**src/rtl/ps2_rx_if.sv**
```systemverilog
// ps2_rx_if: host-side handshake bundle of the PS/2 receiver.
//   rx_en        - receive enable; the controlling logic drives it.
//   rx_done_tick - one-clk strobe when a valid byte arrives; the receiver drives it.
//   dout         - last valid received byte; the receiver drives it.
// The receiver connects through the slave modport and the consumer through master.
`timescale 1ns/1ps
interface ps2_rx_if;
  logic       rx_en;
  logic       rx_done_tick;
  logic [7:0] dout;

  modport master (output rx_en, input rx_done_tick, input dout);
  modport slave  (input rx_en, output rx_done_tick, output dout);
endinterface

```
**src/rtl/ps2_rx.sv**
```systemverilog
// ps2_rx: PS/2 device-to-host serial receiver.
// The PS/2 clock and data pins are synchronised into clk. The PS/2 clock is
// deglitched by a FILTER_LEN-sample majority-free filter: its level changes only
// after FILTER_LEN identical samples. Each falling edge of the filtered clock
// samples one bit of an 11-bit frame (start, 8 data LSB-first, odd parity, stop).
// A frame with a good stop bit and odd parity updates dout and pulses
// rx_done_tick for one clk.
// Ports:
//   clk   - system clock, rising edge
//   reset - asynchronous active-low reset
//   ps2d  - raw PS/2 data pin (asynchronous)
//   ps2c  - raw PS/2 clock pin (asynchronous)
//   rx    - ps2_rx_if.slave: rx_en in, rx_done_tick / dout out
`timescale 1ns/1ps
module ps2_rx #(
  parameter int FILTER_LEN = 8
) (
  input  logic     clk,
  input  logic     reset,
  input  logic     ps2d,
  input  logic     ps2c,
  ps2_rx_if.slave  rx
);

  typedef enum logic [1:0] {
    IDLE = 2'd0,
    DPS  = 2'd1,
    LOAD = 2'd2
  } state_e;

  // Start low, stop high, odd parity across data plus parity bit.
  function automatic logic frame_ok(input logic [10:0] f);
    return (~f[0]) & f[10] & (^f[9:1]);
  endfunction

  logic                  ps2c_meta_q, ps2c_meta_d;
  logic                  ps2c_sync_q, ps2c_sync_d;
  logic                  ps2d_meta_q, ps2d_meta_d;
  logic                  ps2d_sync_q, ps2d_sync_d;
  logic [FILTER_LEN-1:0] filt_q, filt_d;
  logic                  fclk_q, fclk_d;
  state_e                state_q, state_d;
  logic [3:0]            n_q, n_d;
  logic [10:0]           b_q, b_d;
  logic [7:0]            dout_q, dout_d;
  logic                  tick_q, tick_d;
  logic                  fall_edge;
  logic [10:0]           b_shift;

  // State register: every flop in the block, async active-low reset.
  always_ff @(posedge clk or negedge reset) begin
    if (!reset) begin
      ps2c_meta_q <= 1'b1;
      ps2c_sync_q <= 1'b1;
      ps2d_meta_q <= 1'b1;
      ps2d_sync_q <= 1'b1;
      filt_q      <= {FILTER_LEN{1'b1}};
      fclk_q      <= 1'b1;
      state_q     <= IDLE;
      n_q         <= 4'd0;
      b_q         <= 11'd0;
      dout_q      <= 8'h00;
      tick_q      <= 1'b0;
    end else begin
      ps2c_meta_q <= ps2c_meta_d;
      ps2c_sync_q <= ps2c_sync_d;
      ps2d_meta_q <= ps2d_meta_d;
      ps2d_sync_q <= ps2d_sync_d;
      filt_q      <= filt_d;
      fclk_q      <= fclk_d;
      state_q     <= state_d;
      n_q         <= n_d;
      b_q         <= b_d;
      dout_q      <= dout_d;
      tick_q      <= tick_d;
    end
  end

  // Input conditioning: synchronisers, clock filter, falling-edge detect.
  always_comb begin
    ps2c_meta_d = ps2c;
    ps2c_sync_d = ps2c_meta_q;
    ps2d_meta_d = ps2d;
    ps2d_sync_d = ps2d_meta_q;
    filt_d      = {ps2c_sync_q, filt_q[FILTER_LEN-1:1]};
    if (filt_q == {FILTER_LEN{1'b1}}) begin
      fclk_d = 1'b1;
    end else if (filt_q == {FILTER_LEN{1'b0}}) begin
      fclk_d = 1'b0;
    end else begin
      fclk_d = fclk_q;
    end
    fall_edge = fclk_q & ~fclk_d;
    b_shift   = {ps2d_sync_q, b_q[10:1]};
  end

  // Next-state logic: frame sequencing and bit collection.
  always_comb begin
    state_d = state_q;
    n_d     = n_q;
    b_d     = b_q;
    case (state_q)
      IDLE: begin
        // Only a low data line at a clock fall while enabled is a start bit.
        if (fall_edge && rx.rx_en && !ps2d_sync_q) begin
          b_d     = b_shift;
          n_d     = 4'd9;
          state_d = DPS;
        end else begin
          state_d = IDLE;
        end
      end
      DPS: begin
        if (fall_edge) begin
          b_d = b_shift;
          if (n_q == 4'd0) begin
            state_d = LOAD;
          end else begin
            n_d = n_q - 4'd1;
          end
        end else begin
          state_d = DPS;
        end
      end
      LOAD: begin
        state_d = IDLE;
      end
      default: begin
        state_d = IDLE;
        n_d     = 4'd0;
        b_d     = 11'd0;
      end
    endcase
  end

  // Output logic: the verdict is taken from the frame as it will stand after
  // the stop-bit shift, so the registered tick lands in the LOAD cycle and
  // dout changes on the same edge.
  always_comb begin
    tick_d = 1'b0;
    dout_d = dout_q;
    case (state_q)
      DPS: begin
        if (fall_edge && (n_q == 4'd0) && frame_ok(b_shift)) begin
          tick_d = 1'b1;
          dout_d = b_shift[8:1];
        end else begin
          tick_d = 1'b0;
          dout_d = dout_q;
        end
      end
      IDLE, LOAD: begin
        tick_d = 1'b0;
        dout_d = dout_q;
      end
      default: begin
        tick_d = 1'b0;
        dout_d = dout_q;
      end
    endcase
  end

  assign rx.rx_done_tick = tick_q;
  assign rx.dout         = dout_q;

endmodule

```
**src/flat_wrapper.sv**
```systemverilog
// flat-port wrapper written by rule: the top's interface ports become plain ports
module ps2_rx_flat 
#(
  parameter int FILTER_LEN = 8
)
  (clk, reset, ps2d, ps2c, rx_rx_en, rx_rx_done_tick, rx_dout);
  ps2_rx_if rx_i ();
  input  logic clk;
  input  logic reset;
  input  logic ps2d;
  input  logic ps2c;
  input wire logic [$bits(rx_i.rx_en)-1:0] rx_rx_en;
  output wire logic [$bits(rx_i.rx_done_tick)-1:0] rx_rx_done_tick;
  output wire logic [$bits(rx_i.dout)-1:0] rx_dout;
  assign rx_i.rx_en = rx_rx_en;
  assign rx_rx_done_tick = rx_i.rx_done_tick;
  assign rx_dout = rx_i.dout;
  ps2_rx #(.FILTER_LEN(FILTER_LEN)) u_core (.clk(clk), .reset(reset), .ps2d(ps2d), .ps2c(ps2c), .rx(rx_i));
endmodule
```
**config.mk**
```make
export PLATFORM = sky130hd
export DESIGN_NAME = ps2_rx_flat
export DESIGN_NICKNAME = d
export VERILOG_FILES = /design/src/rtl/ps2_rx_if.sv /design/src/rtl/ps2_rx.sv /design/src/flat_wrapper.sv
export SDC_FILE = /design/constraint.sdc
export NUM_CORES = 1
export LEC_CHECK = 0
export ABC_AREA = 1
export CAP_MARGIN = 40
export CORE_MARGIN = 5
export CORE_UTILIZATION = 60
export DETAILED_ROUTE_END_ITERATION = 6
export GPL_ROUTABILITY_DRIVEN = 1
export PLACE_DENSITY = 0.87
export SLEW_MARGIN = 20
export SYNTH_ARGS = -nofsm -noshare
export SYNTH_HDL_FRONTEND = slang
export SYNTH_SLANG_ARGS = --single-unit
export TNS_END_PERCENT = 10
```
**constraint.sdc**
```tcl
create_clock -name clk -period 2.65 [get_ports clk]
set_clock_uncertainty 0.05 [all_clocks]
set_input_delay 0.795 -clock clk [delete_from_list [all_inputs] [get_ports clk]]
set_output_delay 0.795 -clock clk [all_outputs]
set_load 0.01 [all_outputs]
```
# --- Yosys cells after proc, flatten, opt, wreduce, memory -nomap -nowiden ---
# Index checks and enable logic that the tools add are counted.
word_totals:
  register_bits: 39
  latch_bits: 0
  mem_bits_rw: 0
  mem_bits_ro: 0
  input_bits: 5
  output_inout_bits: 9
  elab_cells: 52
  mem_count: 0
classes:
  addsub: 1
  mul: 0
  div_mod_pow: 0
  n_lt_le_gt_ge: 0
  eq_ne: 7
  n_shift: 0
  n_mux: 15
  bitwise: 6
  reduce_logical: 12
ops:
  columns: ["operator", "count"]
  rows:
  - ["11-bit one-hot mux with 3 select lines", 1]
  - ["11-bit two-way mux", 2]
  - ["4-bit two-way mux", 3]
  - ["4-bit one-hot mux with 3 select lines", 1]
  - ["9-bit XOR reduction", 1]
  - ["8-bit equality test (second input constant)", 1]
  - ["8-bit zero test", 1]
  - ["1-bit two-way mux", 5]
  - ["1-bit logical AND", 4]
  - ["4-bit zero test", 1]
  - ["2-bit two-way mux", 2]
  - ["2-bit by 1-bit != test with 1-bit output (second input constant)", 2]
  - ["2-bit one-hot mux with 2 select lines", 1]
  - ["4-bit AND reduction", 1]
  - ["4-bit by 1-bit subtractor with 4-bit output (second input constant)", 1]
  - ["1-bit bitwise AND", 3]
  - ["3-bit != test (second input constant)", 1]
  - ["1-bit NOT", 3]
  - ["3-bit AND reduction", 1]
  - ["2-bit by 1-bit equality test with 1-bit output (second input constant)", 1]
  - ["2-bit equality test (second input constant)", 1]
  - ["2-bit zero test", 1]
  - ["2-bit != test (second input constant)", 1]
  - ["2-bit AND reduction", 1]
  - ["1-bit zero test", 1]

# --- Depth between registers and ports, before layout ---
# Gate-level depths: netlist (run 1).
depth:
  word_depth: 9
  mapped_depth: 11
  depth_no_buf: 11

# --- Worst setup path before layout (run 1) ---
# Ideal clock, no wire load.
synth_timing:
  kind: "input -> register"
  start: "in rx_rx_en"
  end: "reg u_core.b_q[6]"
  setup_time_ns: 0.121
  arrival_time_ns: 1.414
  required_ns: 2.479
  path_slack_ns: 1.066
  path_stages: 6
  n_path_buf: 1
  cell_sequence: "nand3_1 -> o21bai_2 -> nand2_1 -> buf_2 -> nand2_1 -> o21ai_1"
synth_between:
  elab_chain_len: 4
synth_rtl:
  columns: ["element", "line_no", "rtl"]
  rows:
  - ["start: declaration", "flat_wrapper.sv:12", "input wire logic [$bits(rx_i.rx_en)-1:0] rx_rx_en;"]
  - ["1-bit logical AND (2 in series)", "ps2_rx.sv:105", "if (fall_edge && rx.rx_en && !ps2d_sync_q) begin"]
  - ["2-bit by 1-bit != test with 1-bit output (no line)", null, null]
  - ["3-bit AND reduction (no line)", null, null]
  - ["end signal: assignment", "ps2_rx.sv:61", "b_q <= 11'd0;"]
  - ["end signal: assignment", "ps2_rx.sv:73", "b_q <= b_d;"]
  - ["end: declaration", "ps2_rx.sv:44", "logic [10:0] b_q, b_d;"]
# Every way passes these cells.
# A chain may end at the register's enable or synchronous reset.

# --- Final worst setup path (run 1) ---
layout_timing:
  start: "reg u_core.dout_q[2], in the netlist u_core.rx.dout[2]"
  end: "out rx_dout[2]"
layout_rtl:
  columns: ["element", "line_no", "rtl"]
  rows:
  - ["start: declaration", "ps2_rx.sv:45", "logic [7:0] dout_q, dout_d;"]
  - ["start signal: assignment", "ps2_rx.sv:74", "dout_q <= dout_d;"]
  - ["end: declaration", "flat_wrapper.sv:14", "output wire logic [$bits(rx_i.dout)-1:0] rx_dout;"]
# No word-level cell between the ends.

==> results of run 1 <==
-- worst max-delay path by stage --
| stage | from | endpoint | depth (start not counted) |
|---|---|---|---|
| finish | u_core.rx.dout[2] | rx_dout[2] | 1 |
| detailed placement | rx_rx_en | u_core.b_q[7] | 6 |
| CTS | u_core.rx.dout[0] | rx_dout[0] | 1 |
| global placement | rx_rx_en | u_core.b_q[1] | 6 |
| floorplan | rx_rx_en | u_core.b_q[6] | 6 |
| global route | rx_rx_en | u_core.b_q[4] | 6 |
-- power by group through the flow --
| stage | clock network (uW) | registers, uW | logic, uW |
|---|---|---|---|
| 2_1_floorplan | 0 | 627 | 50.0 |
| 3_3_place_gp | 0 | 629 | 71.5 |
| 3_5_place_dp | 0 | 631 | 75.0 |
| 4_1_cts | 371 | 620 | 75.0 |
| 5_1_grt | 398 | 624 | 86.2 |
| 6_report | 360 | 620 | 73.2 |
-- metrics by stage --
stage / instances / utilization / cell area, um^2 / power, uW / hold WS [ps]
after floorplan: 188 / - / 1670 / 677 / 295
after global routing: 238 / 0.706 / 1910 / 1110 / 319
final: 238 / 0.706 / 1910 / 1050 / 312
after CTS: 238 / 0.706 / 1910 / 1070 / 313
after global placement: 230 / 0.677 / 1840 / 701 / 296
after detailed placement: 230 / 0.677 / 1840 / 706 / 298
-- state kept, by name, indices dropped and copies added, names as in the netlist --
signal and count:
u_core.rx.rx_done_tick 1, u_core.ps2c_sync_q 1, u_core.ps2d_sync_q 1, u_core.filt_q 8, u_core.ps2d_meta_q 1, u_core.ps2c_meta_q 1
u_core.rx.dout 8, u_core.b_q 10, u_core.state_q 2, u_core.fclk_q 1, u_core.n_q 4
-- Yosys cell counts --
cell,instances,share of area
clkbuf_1,1,0.0022
nor2_2,1,0.0037
dfrtp_1,25,0.37
o21bai_2,1,0.0067
xnor2_1,5,0.026
o21ai_0,4,0.012
or2_2,1,0.0037
nand2_4,1,0.0067
nand3_1,14,0.042
nor3b_4,1,0.011
a21oi_1,2,0.0060
buf_2,2,0.0060
dfstp_2,13,0.20
xor2_1,1,0.0052
nor3_1,2,0.0060
nor2_1,12,0.027
nand3_4,1,0.010
ha_1,2,0.015
nand2_1,73,0.16
o21ai_1,10,0.030
inv_1,15,0.034
o31ai_1,1,0.0045
-- kinds of logic (layout without fill, tap and decap cells) --
logic type | count (synthesis) | after routing | share of synthesized area
xor+xnor | 6 | 6 | 0.0314
compound gates | 18 | 18 | 0.0591
buf+inv | 18 | 37 | 0.0419
flops | 38 | 38 | 0.578
fa+ha+maj | 2 | 2 | 0.0150
simple gates | 106 | 106 | 0.275
-- routing by layer --
layer / global-route usage / up-vias / part of all wire
met2: 0.293 / 21 / 0.52
li1: - / 629 / -
met4: 0.0796 / 0 / 0.023
met1: 0.194 / 585 / 0.42
met5: 0 / - / 0
met3: 0.0378 / 7 / 0.038
-- layout by cell type, fill, tap and decap left out --
cell	n
buf_4	1
o31ai_1	1
nand3_4	1
o21bai_2	1
clkbuf_4	5
nor3_1	2
inv_1	15
nand2_1	73
xor2_1	1
ha_1	2
clkdlybuf4s50_1	13
o21ai_0	4
clkbuf_8	3
nand2_4	1
nor3b_4	1
xnor2_1	5
dfrtp_1	25
nand3_1	14
or2_2	1
o21ai_1	10
dfstp_2	13
nor2_2	1
nor2_1	12
a21oi_1	2
-- final cells by class --
type / count / area share
Sequential cell: 38 / 0.505
Multi-Input combinational cell: 132 / 0.332
Timing Repair Buffer: 14 / 0.0719
Clock buffer: 8 / 0.0412
Inverter: 15 / 0.0294
Tap cell: 31 / 0.0203
==> summary.md, run 1 <==
| Metric | Value |
|---|---|
| Die footprint | about 3900 um^2 |
| TritonCTS clock tree | built |
| Hold-critical path depth | 0 |
| Critical Path Max Stage Delay | 540 ps |
| Half-perimeter wire length of the detailed placement result | just over 2 mm |
| Clock slew seen by the registers of the worst setup and hold paths | 110 ps |
| Crit. End Element | output pin |
| DRT antenna net count | 0 |
| #FFs+latches synth | 38 |
| Initial standard-cell utilization of the core | 0.617 |
| Slew margin rel. | 0.622 |
| Cell family with the largest share of critical-path delay | buffers and inverters |
| Total length of routed wires | 2.82 mm |
| Status | finished, final reports clean |
| Site Rows | 19 |
| Part of the total power dissipated in sequential elements | 0.589 |
| Final GP Congestion | slightly below 0.9 |
| Number of standard cells after synthesis | 188 |
| Static Leak | about 0.00092 uW |
| Area used by multi-input combinational logic | between 600 and 700 um^2 |
| Highest clock rate | about 480 MHz |
| Reg2reg setup slack | a little over 700 ps |
| Max-Cap Viols | 0 |
| Starting DRT DRC Count | 45 |
| Endpoint arrival time on the critical path | between 1000 and 1500 ps |
| Cell at the root of the clock tree | clkbuf_4 |
| Worst reg-to-reg path cell count | 7 |
| Wire length per cell after detailed routing | ~12 um |
| Number of detailed-routing iterations run before antenna repair | 4 |
| Combinational Power Share | 0.070 |
| Number of top-level design ports | 14 |
| Required time of the critical path | 1810 ps |
| Number of buffers inserted to repair setup after CTS | 0 |
| Clock share of power | 0.341 |
| Worst supply voltage drop on vdd | about 0.43 mV |
| Yosys Warn Count | 0 |
| Antenna violations before repair | 0 |
| Unrepaired setup endpoints after global routing | false |
| Diodes inserted | 0 |
| Sequential fraction of the synthesis area | 0.578 |
| Std-Cell Core Area | 2710 um^2 |
| Reg2Reg Capture Point | u_core.rx.dout[2] |
| Number of sinks driven by the clock tree | 38 |
| Number of remaining DRC errors | 0 |
| Via count normalized by instance count | between 5 and 6 |
| Sequence of cells on the critical path | clkdlybuf4s50_1 |
| Floorplan die height | about 63 um |
| Internal | 814 uW |
| Layout cell share with drive strength beyond 1 | 0.135 |
| Count of filler cells inserted in the layout | between 200 and 250 |
| Setup TNS | 0 ps |
| Share of total power consumed by net switching | 0.228 |
| Count of buffers from port buffering | 13 |
| Number of buffers on the longest clock path | 2 |
| Worst hold-check path type | reg -> reg |
| Die span in x | approximately 63 um |
| Hold Vio Cnt, Final | 0 |
| Vias in the first global route | 1228 |
| Total overflow reported by the global router | 0 |
| Quantity of gates resized following cts | 0 |
| Post-Place Setup Slack | 242 ps |
| Worst-Skew Late Latency | ~340 ps |
| Num CTS Buffers | 5 |
| Overall routing resource usage | 0.168 |
| P_sw | about 240 uW |
| Startpoint kind of the worst setup timing path | register |
| Count of H-tree levels built during CTS | 2 |
| Number of hold-repair buffers added at the cts stage | 0 |
| Terminating pin of the worst hold path | u_core.filt_q[7] |
| Pin count of the biggest net entering global routing | 39 |
| Number of library cell types mapped by synthesis | 22 |
| Total Nets Final | 213 |
| Critical path buffers and inverters | 1 |
| Hold path start | u_core.ps2c_sync_q |
| Maximum fanout count along the critical path | 2 |
| Global-route wire length before repair | 5.29 mm |
| Min Clock Period, post-route | around 2100 ps |
| Launch point of the worst reg-to-reg path | u_core.state_q[1] |
| Vias | 1242 |
| Power per Cell Area | about 550 nW/um^2 |
| Tightest Pin Transition | 566 ps |
| Post-synthesis net count | 195 |
| Tcrit/Tclk final | 0.792 |
| Final Max Slew Viols | 0 |
| FF/Latch Area | between 900 and 1000 um^2 |
| CP max-delay cell | clkdlybuf4s50_1 |
| Mean instance size in the synthesized netlist | 8.90 um^2 |
| Number of setup violations in the final report | 0 |
| Combined area of all synthesized cells | between 1500 and 2000 um^2 |
| Crit path kind | reg -> out |
| Layout area overhead | 14.4% |
| Slack of the critical path | around 550 ps |
Power figures use the tool's default switching activity.
==> inputs of run 2 (changes only) <==
--- a/config.mk
+++ b/config.mk
@@ -8,10 +8,10 @@
 export ABC_AREA = 1
 export CAP_MARGIN = 40
 export CORE_MARGIN = 5
-export CORE_UTILIZATION = 60
+export CORE_UTILIZATION = 56
 export DETAILED_ROUTE_END_ITERATION = 6
 export GPL_ROUTABILITY_DRIVEN = 1
-export PLACE_DENSITY = 0.87
+export PLACE_DENSITY = 0.82
 export SLEW_MARGIN = 20
 export SYNTH_ARGS = -nofsm -noshare
 export SYNTH_HDL_FRONTEND = slang
==> constraint.sdc (replaced) <==
create_clock -name clk -period 2.2 [get_ports clk]
set_clock_uncertainty 0.05 [all_clocks]
set_input_delay 0.66 -clock clk [delete_from_list [all_inputs] [get_ports clk]]
set_output_delay 0.66 -clock clk [all_outputs]
set_load 0.01 [all_outputs]
==> summary.md, run 2 (synthesized netlist as in run 1, its figures left out) <==
| Metric | Value |
|---|---|
| Routed metal-1 wirelength | 1.28 mm (+7.1%) |
| Status | finished, final reports clean |
| Power per Cell Area | 660 nW/um^2 (+20%) |
| Detailed route wirelength on metal3 | 130 um (+23%) |
| TritonCTS clock tree | built |
| Layout cell share with drive strength beyond 1 | 0.144 (+0.00827) |
| Diodes inserted | 0 (unchanged) |
| P_sw | 293 uW (+22%) |
| Setup TNS | 0 ps (unchanged) |
| Highest-count cells in the layout ignoring fill and taps | 73 x nand2_1, 25 x dfrtp_1, 15 x inv_1, 14 x nand3_1 |
| Cell family with the largest share of critical-path delay | buffers and inverters |
| Endpoint arrival time on the critical path | 1240 ps (about the same) |
| Std-Cell Core Area | 2810 um^2 (+3.5%) |
| Quantity of gates resized following cts | 0 (unchanged) |
| Number of sinks driven by the clock tree | 38 (unchanged) |
| Highest metal layer with signal wires | met4 |
| Clock slew seen by the registers of the worst setup and hold paths | 110 ps (about the same) |
| FF/Latch Area | 967 um^2 (unchanged) |
| Starting DRT DRC Count | 51 (+13%) |
| Routed length on met2 | 1.38 mm (-5.3%) |
| Post-Place Setup Slack | 198 ps (-44.1 ps) |
| Number of buffers inserted to repair setup after CTS | 0 (unchanged) |
| Required time of the critical path | 1490 ps (-320 ps) |
| Number of buffers on the longest clock path | 2 (unchanged) |
| DRT antenna net count | 0 (unchanged) |
| Area after DPL | 1850 um^2 (+0.82%) |
| Maximum fanout count along the critical path | 2 (unchanged) |
| Vias | 1265 (+1.9%) |
| Highest clock rate | between 500 and 600 MHz |
| Number of remaining DRC errors | 0 (unchanged) |
| Floorplan die height | 64.7 um (+3.0%) |
| Overall routing resource usage | 0.166 (-0.00251) |
| Total Nets Final | 215 (+0.94%) |
| Static Leak | 0.000925 uW (+0.91%) |
| Unrepaired setup endpoints after global routing | false |
| Half-perimeter wire length of the detailed placement result | 2.10 mm (+1.3%) |
| Critical Path Max Stage Delay | 550 ps (about the same) |
| Area used by multi-input combinational logic | 636 um^2 (unchanged) |
| Number of top-level design ports | 14 (unchanged) |
| Slack of the critical path | 247 ps (-303 ps) |
| Count of buffers from port buffering | 13 (unchanged) |
| Pin count of the biggest net entering global routing | 39 (unchanged) |
| Via count normalized by instance count | 5.27 (+1.0%) |
| Hold Vio Cnt, Final | 0 (unchanged) |
| Min Clock Period, post-route | 1950 ps |
| Part of the total power dissipated in sequential elements | 0.587 (-0.002) |
| Die span in x | 64.7 um (+3.0%) |
| Tightest Pin Transition | 464 ps (-102 ps) |
| Number of hold-repair buffers added at the cts stage | 0 (unchanged) |
| Worst-Skew Late Latency | 330 ps (about the same) |
| Count of filler cells inserted in the layout | 225 (+1.8%) |
| Global-route wire length before repair | 5.29 mm (-0.13%) |
| Final Max Slew Viols | 0 (unchanged) |
| Util after Layout | 0.688 (-0.0186) |
| Worst supply voltage drop on vdd | 0.479 mV (+11%) |
| Number of setup violations in the final report | 0 (unchanged) |
| Combinational Power Share | 0.071 (about the same) |
| Largest Register | u_core.b_q |
| Number of flip-flops in the largest register | 10 (unchanged) |
| Total overflow reported by the global router | 0 (unchanged) |
| Layout area overhead | 15.3% |
| Critical path buffers and inverters | 1 (unchanged) |
| Antenna violations before repair | 0 (unchanged) |
| Crit. End Element | output pin |
| Internal | 981 uW (+21%) |
| Share of total power consumed by net switching | 0.230 (+0.00223) |
| Total length of routed wires | 2.85 mm (+1.1%) |
| CP max-delay cell | clkdlybuf4s50_1 |
| Vias in the first global route | 1240 (+0.98%) |
| Site Rows | 19 (unchanged) |
| Tcrit/Tclk final | 0.888 |
| Cell at the root of the clock tree | clkbuf_4 |
| Most common cell after layout, fill and taps aside | nand2_1 |
| Startpoint kind of the worst setup timing path | register |
| Num CTS Buffers | 5 (unchanged) |
| Slew margin rel. | 0.691 (+0.0688) |
| Wire length per cell after detailed routing | 11.9 um (+0.22%) |
| Cell area after layout | 1930 um^2 (+0.78%) |
| Max-Cap Viols | 0 (unchanged) |
| Count of H-tree levels built during CTS | 2 (unchanged) |
| Worst hold-check path type | reg -> reg |
| Number of detailed-routing iterations run before antenna repair | 4 (unchanged) |
| Crit path kind | reg -> out |
| Final GP Congestion | 0.842 (-3.3%) |
| Final Hold Slack | 312 ps (+0.690 ps) |
| Clock share of power | 0.342 (about the same) |
| Sequence of cells on the critical path | clkdlybuf4s50_1 |
| Initial standard-cell utilization of the core | 0.596 (-0.0209) |
| Die footprint | 4180 um^2 (+6.0%) |
## run 2: cell count changes in the layout (fill, tap and decap cells not counted)
| cell | change |
|---|---|
| buf_4 | +2 |
## run 2: power groups by stage
| stage | clock network (uW) | logic (uW) | registers, uW |
|---|---|---|---|
| after CTS | 451 | 91.6 | 748 |
| after floorplan | 0 | 60.3 | 755 |
| after detailed placement | 0 | 91.5 | 760 |
| after global placement | 0 | 87.5 | 758 |
| after global routing | 487 | 105 | 751 |
| final | 436 | 90.3 | 748 |
## run 2: final cells by class
cell class | count | area share
tap | 31 | 0.0201
inverter | 15 | 0.0292
sequential | 38 | 0.501
multi-input combinational | 132 | 0.329
clock buffer | 8 | 0.0409
timing repair buffer | 16 | 0.0791
## run 2: final timing paths
| kind | endpoint | start | slack, ps | cells past startpoint |
|---|---|---|---|---|
| worst max-delay path | rx_dout[6] | u_core.rx.dout[6] | 250 | 1 |
| worst max register to register | u_core.rx.dout[3] | u_core.n_q[0] | 380 | 8 |
| min in group asynchronous | u_core.rx.dout[2] | reset | 680 | 2 |
| max in group asynchronous | u_core.ps2d_meta_q | reset | 1070 | 2 |
| worst min-delay path | u_core.filt_q[7] | u_core.ps2c_sync_q | 310 | 0 |
| worst min register to register | u_core.filt_q[7] | u_core.ps2c_sync_q | 310 | 0 |
## run 2: metrics by stage
stage,power (uW),instances
detailed placement,852,232
floorplan,816,188
finish,1270,240
CTS,1290,240
global route,1340,240
global placement,846,232
## run 2: routing by layer
metal,GRT usage,vias to the layer above
met2,0.263,35
li1,-,630
met5,0,-
met4,0.103,0
met1,0.193,592
met3,0.0570,8
==> inputs of run 3 (changes only) <==
--- a/config.mk
+++ b/config.mk
@@ -8,10 +8,12 @@
 export ABC_AREA = 1
 export CAP_MARGIN = 40
 export CORE_MARGIN = 5
-export CORE_UTILIZATION = 56
+export CORE_UTILIZATION = 59
+export CTS_BUF_LIST = sky130_fd_sc_hd__clkbuf_4
 export DETAILED_ROUTE_END_ITERATION = 6
 export GPL_ROUTABILITY_DRIVEN = 1
-export PLACE_DENSITY = 0.82
+export PLACE_DENSITY = 0.86
+export REMOVE_ABC_BUFFERS = 1
 export SLEW_MARGIN = 20
 export SYNTH_ARGS = -nofsm -noshare
 export SYNTH_HDL_FRONTEND = slang
==> summary.md, run 3 (synthesized netlist as in run 1, its figures left out) <==
| Metric | Value |
|---|---|
| Status | finished, final reports clean |
| Maximum fanout count along the critical path | 2 (unchanged) |
| Count of filler cells inserted in the layout | 207 (-8.0%) |
| Most common cell after layout, fill and taps aside | nand2_1 |
| Count of buffers from port buffering | 13 (unchanged) |
| Layout cell share with drive strength beyond 1 | 0.139 (-0.00478) |
| Half-perimeter wire length of the detailed placement result | 2.10 mm (+0.15%) |
| Power per Cell Area | 623 nW/um^2 (-5.7%) |
| Clock slew seen by the registers of the worst setup and hold paths | 110 ps (about the same) |
| Overall routing resource usage | 0.166 (+0.000799) |
| Sequence of cells on the critical path | clkdlybuf4s50_1 |
| Pin count of the biggest net entering global routing | 39 (unchanged) |
| DRT antenna net count | 0 (unchanged) |
| Worst-Skew Late Latency | 350 ps (+20 ps) |
| Cell at the root of the clock tree | clkbuf_4 |
| Hold Vio Cnt, Final | 0 (unchanged) |
| Site Rows | 19 (unchanged) |
| Number of setup violations in the final report | 0 (unchanged) |
| Startpoint kind of the worst setup timing path | register |
| Slew margin rel. | 0.699 (+0.00846) |
| Vias in the first global route | 1289 (+4.0%) |
| Critical path buffers and inverters | 1 (unchanged) |
| Tightest Pin Transition | 451 ps (-12.2 ps) |
| Via count normalized by instance count | 5.25 (-0.32%) |
| Largest Register | u_core.b_q |
| Total Nets Final | 215 (unchanged) |
| Reg2Reg Capture Point | u_core.rx.dout[5] |
| Number of hold-repair buffers added at the cts stage | 0 (unchanged) |
| Number of detailed-routing iterations run before antenna repair | 4 (unchanged) |
| Final GP Congestion | 0.859 (+2.1%) |
| CP max-delay cell | clkdlybuf4s50_1 |
| Hold-critical path depth | 0 (unchanged) |
| Die span in x | 63.2 um (-2.2%) |
| Cell family with the largest share of critical-path delay | buffers and inverters |
| Starting DRT DRC Count | 59 (+16%) |
| Wire length per cell after detailed routing | 11.8 um (-0.63%) |
| Launch point of the worst reg-to-reg path | u_core.n_q[0] |
| TritonCTS clock tree | built |
| Number of top-level design ports | 14 (unchanged) |
| Number of buffers inserted to repair setup after CTS | 0 (unchanged) |
| Quantity of gates resized following cts | 0 (unchanged) |
| Highest clock rate | 507 MHz (-1.1%) |
| Hold path start | u_core.ps2c_sync_q |
| Count of H-tree levels built during CTS | 2 (unchanged) |
| Crit. End Element | output pin |
| Std-Cell Core Area | 2730 um^2 (-2.5%) |
| Terminating pin of the worst hold path | u_core.filt_q[7] |
| Highest-count cells in the layout ignoring fill and taps | 73 x nand2_1, 25 x dfrtp_1, 15 x inv_1, 14 x nand3_1 |
| Worst hold-check path type | reg -> reg |
| Final Hold Slack | 312 ps (-0.384 ps) |
| Floorplan die height | 63.2 um (-2.2%) |
| Slack of the critical path | 226 ps (-20.8 ps) |
| Tcrit/Tclk final | 0.897 (+0.00944) |
| Number of flip-flops in the largest register | 10 (unchanged) |
| Static Leak | 0.000909 uW (-1.7%) |
| Die footprint | 4000 um^2 (-4.3%) |
| Vias | 1261 (-0.32%) |
| Max-Cap Viols | 0 (unchanged) |
| Unrepaired setup endpoints after global routing | false |
| Number of buffers on the longest clock path | 2 (unchanged) |
| Number of sinks driven by the clock tree | 38 (unchanged) |
| Num CTS Buffers | 5 (unchanged) |
| Required time of the critical path | 1490 ps (about the same) |
| Total overflow reported by the global router | 0 (unchanged) |
| Initial standard-cell utilization of the core | 0.612 (+0.0156) |
| Total length of routed wires | 2.84 mm (-0.63%) |
| Endpoint arrival time on the critical path | 1260 ps (+20 ps) |
| Layout area overhead | 13.8% |
| Antenna violations before repair | 0 (unchanged) |
| Worst supply voltage drop on vdd | 0.549 mV (+14%) |
| Critical Path Max Stage Delay | 540 ps (about the same) |
| Post-Place Setup Slack | 146 ps (-51.7 ps) |
| Min Clock Period, post-route | 1970 ps (+20.8 ps) |
| Crit path kind | reg -> out |
| Reg2reg setup slack | 440 ps (+60 ps) |
| Diodes inserted | 0 (unchanged) |
| Worst reg-to-reg path cell count | 8 (unchanged) |
| Number of remaining DRC errors | 0 (unchanged) |
| Final Max Slew Viols | 0 (unchanged) |
| Setup TNS | 0 ps (unchanged) |
| Global-route wire length before repair | 5.23 mm (-1.0%) |
## run 3: cell count changes in the layout (fill, tap and decap cells not counted), sizes merged
cell	before	now
clkbuf	8	5
clkinv	0	2
clkinvlp	0	1
## run 3: final cells by class
cell class / count / area, um^2 / share of cell area
timing repair buffer: 16 / 153 / 0.0802
clock inverter: 3 / 16.3 / 0.00854
sequential: 38 / 967 / 0.508
multi-input combinational: 132 / 636 / 0.334
tap: 31 / 38.8 / 0.0204
clock buffer: 5 / 37.5 / 0.0197
inverter: 15 / 56.3 / 0.0296
## run 3: power breakdown
| group | leakage (uW) | switching [uW] | total [uW] | internal [uW] |
|---|---|---|---|---|
| logic | 0.000400 | 58.7 | 91.8 | 33.0 |
| clock network | 0.0000286 | 228 | 347 | 119 |
| registers | 0.000480 | 17.5 | 747 | 730 |
| total | 0.000909 | 304 | 1190 | 881 |
## run 3: through the flow
stage                     cell area [um^2]   util  power [uW]  cells
after global placement                1850  0.677         845    232
after global routing                  1900  0.697        1250    240
after detailed placement              1850  0.677         853    232
final                                 1900  0.697        1190    240
after floorplan                       1660      -         814    185
after CTS                             1900  0.697        1200    240
## run 3: layer usage
metal / vias up / global-route usage / share of wire / wire length (um)
li1: 633 / - / - / -
met1: 592 / 0.183 / 0.42 / 1190
met2: 28 / 0.286 / 0.51 / 1440
met3: 8 / 0.0462 / 0.046 / 131
met4: 0 / 0.0935 / 0.028 / 78
met5: - / 0 / 0 / 0
## run 3: worst max-delay path by stage
stage / from / end / cells after the start
detailed placement: rx_rx_en / u_core.b_q[7] / 7
global placement: rx_rx_en / u_core.b_q[2] / 7
floorplan: rx_rx_en / u_core.b_q[10] / 5
CTS: u_core.rx.dout[0] / rx_dout[0] / 1
finish: u_core.rx.dout[0] / rx_dout[0] / 1
global route: u_core.rx.dout[0] / rx_dout[0] / 1
